$ cat src/rtl/dmem_arb_pkg.sv
// Shared types and defaults for the data-memory arbiter.
package dmem_arb_pkg;

  localparam int DEPTH_DEF        = 1024;
  localparam int STARVE_LIMIT_DEF = 4;
  localparam int WAIT_W           = 4;

  // Record of which port (if any) was granted last cycle; selects the response path.
  typedef enum logic [1:0] {
    ST_IDLE   = 2'd0,
    ST_RESP_A = 2'd1,
    ST_RESP_B = 2'd2
  } arb_state_e;

  // Word address beyond the memory array; byte offset bits are ignored.
  function automatic logic addr_oor(input logic [31:0] addr, input int depth);
    return {2'b00, addr[31:2]} >= 32'(depth);
  endfunction

endpackage

$ cat src/rtl/dmem_arb_port_sel.sv
// Pure grant logic: A has priority unless B has waited STARVE_LIMIT cycles.
module dmem_arb_port_sel
  import dmem_arb_pkg::*;
#(
  parameter int STARVE_LIMIT = STARVE_LIMIT_DEF
) (
  input  logic              a_req,
  input  logic              b_req,
  input  logic [WAIT_W-1:0] wait_cnt,
  output logic              a_gnt,
  output logic              b_gnt
);

  localparam logic [WAIT_W-1:0] LIMIT = WAIT_W'(STARVE_LIMIT);

  logic b_force;

  // Starved B jumps ahead of A; otherwise B only wins an otherwise idle cycle.
  always_comb begin
    b_force = b_req && (wait_cnt >= LIMIT);
    a_gnt   = a_req && !b_force;
    b_gnt   = b_req && (b_force || !a_req);
  end

endmodule

$ cat src/rtl/dmem_arbiter.sv
// Two-port arbiter in front of the single-port data memory; one access per
// cycle, response registered one cycle after the grant.
module dmem_arbiter
  import dmem_arb_pkg::*;
#(
  parameter int DEPTH        = DEPTH_DEF,
  parameter int STARVE_LIMIT = STARVE_LIMIT_DEF
) (
  input  logic        clk,
  input  logic        rst,
  input  logic        a_req,
  input  logic        a_we,
  input  logic [31:0] a_addr,
  input  logic [31:0] a_wdata,
  output logic        a_gnt,
  output logic        a_rvalid,
  output logic [31:0] a_rdata,
  output logic        a_err,
  input  logic        b_req,
  input  logic        b_we,
  input  logic [31:0] b_addr,
  input  logic [31:0] b_wdata,
  output logic        b_gnt,
  output logic        b_rvalid,
  output logic [31:0] b_rdata,
  output logic        b_err,
  output logic        mem_read,
  output logic        mem_write,
  output logic [31:0] mem_addr,
  output logic [31:0] mem_wdata,
  input  logic [31:0] mem_rdata
);

  logic              any_gnt;
  logic              win_we;
  logic [31:0]       win_addr;
  logic [31:0]       win_wdata;
  logic              oor;
  logic [WAIT_W-1:0] wait_cnt_q, wait_cnt_d;
  arb_state_e        state_q, state_d;
  logic [31:0]       rdata_q, rdata_d;
  logic              err_q, err_d;

  // Requests are masked during reset so no grant or memory strobe leaks out.
  dmem_arb_port_sel #(.STARVE_LIMIT(STARVE_LIMIT)) u_port_sel (
    .a_req    (a_req & ~rst),
    .b_req    (b_req & ~rst),
    .wait_cnt (wait_cnt_q),
    .a_gnt    (a_gnt),
    .b_gnt    (b_gnt)
  );

  // Route the winner to the memory; out-of-range accesses get no strobe.
  always_comb begin
    any_gnt   = a_gnt | b_gnt;
    win_we    = b_gnt ? b_we    : a_we;
    win_addr  = b_gnt ? b_addr  : a_addr;
    win_wdata = b_gnt ? b_wdata : a_wdata;
    oor       = any_gnt && addr_oor(win_addr, DEPTH);
    mem_read  = any_gnt && !win_we && !oor;
    mem_write = any_gnt &&  win_we && !oor;
    mem_addr  = any_gnt ? win_addr  : 32'd0;
    mem_wdata = any_gnt ? win_wdata : 32'd0;
  end

  // Next response record and B starvation counter.
  always_comb begin
    state_d = ST_IDLE;
    if (a_gnt)      state_d = ST_RESP_A;
    else if (b_gnt) state_d = ST_RESP_B;
    rdata_d = mem_read ? mem_rdata : 32'd0;
    err_d   = oor;
    if (!b_req || b_gnt)            wait_cnt_d = '0;
    else if (wait_cnt_q == '1)      wait_cnt_d = wait_cnt_q;
    else                            wait_cnt_d = wait_cnt_q + 1'b1;
  end

  // Response FSM and registers; reset discards any pending response.
  always_ff @(posedge clk) begin
    if (rst) begin
      state_q    <= ST_IDLE;
      rdata_q    <= '0;
      err_q      <= 1'b0;
      wait_cnt_q <= '0;
    end else begin
      state_q    <= state_d;
      rdata_q    <= rdata_d;
      err_q      <= err_d;
      wait_cnt_q <= wait_cnt_d;
    end
  end

  // Response is steered to whichever port was granted last cycle.
  always_comb begin
    a_rvalid = (state_q == ST_RESP_A);
    b_rvalid = (state_q == ST_RESP_B);
    a_rdata  = a_rvalid ? rdata_q : 32'd0;
    b_rdata  = b_rvalid ? rdata_q : 32'd0;
    a_err    = a_rvalid && err_q;
    b_err    = b_rvalid && err_q;
  end

endmodule

$ cat config.mk
export PLATFORM = sky130hd
export DESIGN_NAME = dmem_arbiter
export DESIGN_NICKNAME = d
export VERILOG_FILES = /design/src/rtl/dmem_arb_pkg.sv /design/src/rtl/dmem_arb_port_sel.sv /design/src/rtl/dmem_arbiter.sv
export SDC_FILE = /design/constraint.sdc
export NUM_CORES = 1
export LEC_CHECK = 0
export CORE_AREA = 2 2 119 121
export CTS_CLUSTER_SIZE = 40
export DETAILED_ROUTE_END_ITERATION = 8
export DIE_AREA = 0 0 121 123
export HOLD_SLACK_MARGIN = 0.12
export PLACE_DENSITY = 0.66
export SETUP_SLACK_MARGIN = 0.1
export SLEW_MARGIN = 40
export SYNTH_ARGS = -nofsm -noshare
export SYNTH_HDL_FRONTEND = slang
export SYNTH_SLANG_ARGS = --single-unit
$ cat constraint.sdc
create_clock -name clk -period 1.55 [get_ports clk]
set_input_delay 0.2325 -clock clk [delete_from_list [all_inputs] [get_ports clk]]
set_output_delay 0.2325 -clock clk [all_outputs]
set_load 0.005 [all_outputs]
Word level (Yosys, flattened, before mapping). Index checks and enable logic that the tools add are counted.

Register bits after elaboration: 39. Input bits: 166. Output and inout bits: 136. Word-level logic and storage cells: 45.

Add/subtract/negate cells: 1. $lt $le $gt $ge: 2. Eq/ne operators: 3. Muxes and demuxes: 9. Bitwise logic cells: 5. Reduce and logical (&&, ||, !) cells: 20.

Operators by type and width (count): $mux W32 (6); $ge A30 B11 Y1 const B (1); $logic_and A1 B1 Y1 (10); $reduce_or A2 Y1 (3); $logic_not A1 Y1 (5); $add A4 B1 Y4 const B (1); $eq A4 B4 Y1 const B (1); $ge A4 B3 Y1 const B (1); $and A1 B1 Y1 (2); $eq A2 B1 Y1 const B (1); $eq A2 B2 Y1 const B (1); $logic_or A1 B1 Y1 (2); $mux W1 (2); $mux W2 (1); $not A1 Y1 (2); $or A1 B1 Y1 (1).

Longest topological paths before layout.
Word-level depth: 12. Gate-level depth with buffers: 8. Gate-level depth less buffers: 5.

Hierarchy. Synthesis repeated with hierarchy kept, for this count alone.

Cells, all modules: 287. Area total of the unflattened synthesis: 2680.1 um^2.

By module, submodules not included: dmem_arbiter (times used 1, cells each 283, area each 2657.5 um^2, sequential area each 780.7 um^2); dmem_arb_port_sel (times used 1, cells each 4, area each 22.5 um^2, sequential area each 0.0 um^2).

Worst setup path before layout. No wires, ideal clock.

Path type: flip-flop to output port. From: register wait_cnt_q[2]. To: output mem_read. Arrival time: 1.435 ns. Data required time: 1.317 ns. Slack: -0.118 ns. Stages on the path, launching flop included: 7. Cells stage by stage: dfxtp_1 nor3b_1 or2_1 buf_6 mux2i_2 clkbuf_2 and3_1.

Cells in the longest elaborated chain, start to end: 9.

RTL lines: start: declaration (RTL line dmem_arbiter.sv:39) `logic [WAIT_W-1:0] wait_cnt_q, wait_cnt_d;`; start signal: assignment (RTL line dmem_arbiter.sv:89) `wait_cnt_q <= wait_cnt_d;`; $ge A4 B3 Y1 (*) (RTL line dmem_arb_port_sel.sv:20) `b_force = b_req && (wait_cnt >= LIMIT);`; $logic_and A1 B1 Y1 (*) (RTL line dmem_arb_port_sel.sv:20); $logic_or A1 B1 Y1 (RTL line dmem_arb_port_sel.sv:22) `b_gnt = b_req && (b_force || !a_req);`; $logic_and A1 B1 Y1 (RTL line dmem_arb_port_sel.sv:22); $mux W32 (RTL line dmem_arbiter.sv:57) `win_addr = b_gnt ? b_addr : a_addr;`; $ge A30 B11 Y1 (RTL line dmem_arb_pkg.sv:17) `return {2'b00, addr[31:2]} >= 32'(depth);`; $logic_and A1 B1 Y1 (RTL line dmem_arbiter.sv:59) `oor = any_gnt && addr_oor(win_addr, DEPTH);`; $logic_not A1 Y1 (RTL line dmem_arbiter.sv:60) `mem_read = any_gnt && !win_we && !oor;`; $logic_and A1 B1 Y1 (*) (RTL line dmem_arbiter.sv:60); end: declaration (RTL line dmem_arbiter.sv:27) `output logic mem_read,`.

Mark *: on every way between the ends. The rest lies on a longest branch, timed or not.

Final worst setup path.
From: register wait_cnt_q[2]. To: output mem_addr[30].

Cells in the longest elaborated chain, start to end: 6.

RTL lines: $ge A4 B3 Y1 (*) (RTL line dmem_arb_port_sel.sv:20); $logic_and A1 B1 Y1 (*) (RTL line dmem_arb_port_sel.sv:20); $logic_or A1 B1 Y1 or $logic_not A1 Y1 (tied branches) (RTL line dmem_arb_port_sel.sv:22, dmem_arb_port_sel.sv:21); $logic_and A1 B1 Y1 (on tied branches) (RTL line dmem_arb_port_sel.sv:22, dmem_arb_port_sel.sv:21); $mux W32 or $or A1 B1 Y1 (tied branches) (RTL line dmem_arbiter.sv:57, dmem_arbiter.sv:55); $mux W32 (*) (RTL line dmem_arbiter.sv:62) `mem_addr = any_gnt ? win_addr : 32'd0;`; end: declaration (RTL line dmem_arbiter.sv:29) `output logic [31:0] mem_addr,`.

Marks and branches as above.

==> impl_metrics.py <==
metrics = {
    "die": {
        "die_h_um": 123,
        "start_util_pct": 20.02,
        "dieArea_mm2": 0.01488,
        "coreArea_mm2": 0.01361,
        "num_rows": 43,
        "fp.dieW_um": 121,
        "num_io_pins": 302,
    },
    "pwr": {
        "finalPower_uw": 3463,
        "p_leak_uw": 0.003609,
        "netSwitchingFraction_pct": 28.63,
        "internal-power_uw": 2472,
        "p_switching_uw": 991.5,
        "p_per_area_mw_per_mm2": 442.1,
        "irDropWorstVdd_mv": 0.4244,
        "p_seq_share_pct": 29.3,
        "pwr-share-comb_pct": 42.5,
        "clockPowerShare_pct": 28.2,
    },
    "hold_path": {
        "whs_path_depth": 1,
        "hp-class": "reg2reg",
    },
    "worst_setup_path": {
        "worst_ep_arrival_time_ns": 1.77,
        "end_kind": "primary output",
        "ff2ff_path_depth": 8,
        "path_delay_family": "buffers and inverters",
        "slowest_stage": "dfxtp_2",
        "slowest_delay_ns": 0.33,
        "critical_path_class": "reg2out",
        "path_buf_inv": 4,
        "path_depth": 8,
        "cp_max_fo": 6,
        "cp.required_ns": 1.32,
        "path_common_cell": "buf_8",
        "crit_chain": "nor3b_4 -> or2_4 -> buf_8 -> buf_6 -> buf_8 -> nand2_4 -> a21oi_2 -> buf_2",
        "start_kind": "register",
    },
    "clock_tree": {
        "clock-root-buffer": "clkbuf_16",
        "clock_latency_ns": 0.28,
        "cts_hold_buf": 0,
        "clock_sinks": 39,
        "clockBufferDepth": 2,
        "cts_buffers": 5,
        "h-tree-depth": 2,
        "cts_tree": "done",
        "cts.reportedPaths.clkPinSlew_ns": 0.05,
    },
    "route": {
        "detail-route-antenna-nets": 0,
        "vias_per_cell": 4.651,
        "wl_um": 18660,
        "wl_per_cell_um": 18.99,
        "dr.pass1.iters": 4,
        "num_vias": 4572,
        "drc": 0,
        "first_iter_violations": 211,
    },
    "global_route": {
        "antenna_found_initial": 3,
        "grt_pass1_vias": 4729,
        "grt_max_degree": 35,
        "grt_pass1_wl_um": 24470,
        "overflow": 0,
        "grt.total_usage_pct": 20.86,
    },
    "synthesis": {
        "synthArstFlopShare_pct": 0,
        "yosys_warnings": 0,
        "synth_enable_flop_cells": 0,
        "synthFlopType": "dfxtp_1",
        "synth_top_cell_area_share_pct": 28.65,
        "syn_nets": 574,
        "synth_area_leaders": "dfxtp_1, nand2_1, and2_1",
        "yosysSeqAreaShare_pct": 28.65,
        "syn_inst": 407,
        "synth_top_area_cell": "dfxtp_1",
        "synth.most_common_cell": "nand2_1",
        "ys_ff_latch": 39,
        "avgSynthCellArea_um2": 6.696,
        "synth_area_mm2": 0.002725,
        "ys_types": 29,
        "yosys-top-cells-count": "nand2_1, and2_1, a21oi_1, dfxtp_1, and4_1",
    },
    "timing": {
        "hold_viol_final": 0,
        "finalCritPeriodShare_pct": 129.2,
        "fmaxAchievable_mhz": 499.4,
        "setup_ws_ns": -0.4525,
        "clock_skew_ns": 0.002525,
        "finalMaxSlewViolations": 0,
        "fin_crit_ns": 2.002,
        "final-setup-viol-count": 160,
        "rsz0062_at_grt": "yes",
    },
    "cells_and_area": {
        "nets": 966,
        "syn2layout_area_growth_pct": 187.5,
        "drive_above_1_share_pct": 53.50,
        "finalInstanceArea_mm2": 0.007834,
        "final_cells": 983,
    },
    "run_status": {
        "outcome": "finished with violations",
        "violations": "setup timing",
    },
    "placement": {
        "dpl_cell_area_mm2": 0.006203,
        "io_buffers": 301,
        "dpl_worst_slack_ns": -1.167,
        "place_congestion": 0.9265,
        "dp.cells": 893,
        "hpwlAfterDp_um": 11300,
    },
    "job": {
        "cap_violations": 0,
    },
}
-- metal layers --
layer / wire, um / vias up / part of all wire (%) / GRT usage (%)
met5: 0 / - / 0 / 0
met4: 404 / 0 / 2.2 / 5.233
met3: 991 / 28 / 5.3 / 4.613
met2: 10180 / 193 / 55 / 40.17
met1: 7087 / 2197 / 38 / 23.04
li1: - / 2154 / - / -
-- power by group through the flow --
stage                     logic (uW)  clock network (uW)  registers [uW]
after floorplan                  301                   0            1030
after global placement          1090                   0            1030
after detailed placement        1100                   0            1040
after CTS                       1290                 982            1020
after global routing            1560                1030            1020
final                           1470                 975            1020
-- cell families (layout without fill, tap and decap cells) --
kind of cell | after synthesis | in the layout | share of synthesized area, %
multiplexers | 1 | 1 | 0.5049
AO/OA/AOI/OAI | 67 | 67 | 13.22
AND/OR/NAND/NOR | 257 | 257 | 50.18
buffers and inverters | 41 | 434 | 6.841
flip-flops | 39 | 39 | 28.65
other | 1 | 4 | 0.1376
adder cells (fa/ha/maj) | 1 | 1 | 0.4591
-- repair_timing --
| item | CTS | global route |
|---|---|---|
| cloned | 11 | 7 |
| pin swaps | 74 | 76 |
| resized for setup | 738 | 188 |
| buffers inserted | 56 | 22 |
| endpoints found under the setup margin | 169 | 168 |
-- flip-flops by register name (all words and copies together), names as in the netlist --
signal      flops
rdata_q        32
err_q           1
wait_cnt_q      4
state_q         2
-- final timing paths --
| path | endpoint | slack [ns] | start |
|---|---|---|---|
| worst max register to register | rdata_q[18]$_SDFF_PP0_ | -0.31 | wait_cnt_q[2]$_SDFFE_PP0P_ |
| worst min register to register | wait_cnt_q[0]$_SDFFE_PP0P_ | 0.42 | wait_cnt_q[0]$_SDFFE_PP0P_ |
| worst max-delay path | mem_addr[30] | -0.45 | wait_cnt_q[2]$_SDFFE_PP0P_ |
| worst min-delay path | wait_cnt_q[0]$_SDFFE_PP0P_ | 0.42 | wait_cnt_q[0]$_SDFFE_PP0P_ |
-- placed cells by master (no fill, tap or decap), types with 3 or more instances in the layout --
cell type	synthesis	routed
clkbuf_16	0	11
a21oi_2	0	35
dfxtp_2	0	4
and2_4	0	65
nand2_2	0	17
nor4_2	0	6
clkinv_2	0	3
nor4_4	0	4
nand2_1	130	94
dfxtp_1	39	35
buf_4	1	34
nand2_4	0	19
dlygate4sd2_1	0	34
clkdlybuf4s50_1	0	128
buf_16	0	3
inv_1	4	3
a21oi_1	64	27
dlymetal6s2s_1	0	4
and4_1	32	32
buf_6	1	124
nor2_1	6	6
buf_8	0	7
diode_2	0	3
buf_2	12	66
buf_12	0	14
-- worst reg2reg max path: stages, from the launching register on --
cell and delay (ns):
dfxtp_2 0.33, nor3b_4 0.20, or2_4 0.24, buf_8 0.14, mux2i_4 0.26, buf_6 0.14, buf_8 0.12, clkbuf_16 0.17
and4_1 0.21
-- cell type report --
type,count,area (um^2)
Antenna cell,3,7.507
Clock buffer,5,125.1
Clock inverter,3,15.01
Fill cell,1217,5778
Inverter,4,20.02
Multi-Input combinational cell,327,2404
Sequential cell,39,785.8
Tap cell,180,225.2
Timing Repair Buffer,422,4252
-- stage by stage --
stage	hold slack, ns	util [%]	setup TNS (ns)
final	0.4211	57.55	-42.94
after global routing	0.4455	57.55	-53.25
after CTS	0.4269	51.41	-39.23
after detailed placement	0.4190	45.57	-94.45
after global placement	0.4055	45.57	-93.73
after floorplan	0.3821	-	-0.01679
Note: power is estimated with default switching activity, not from simulation.
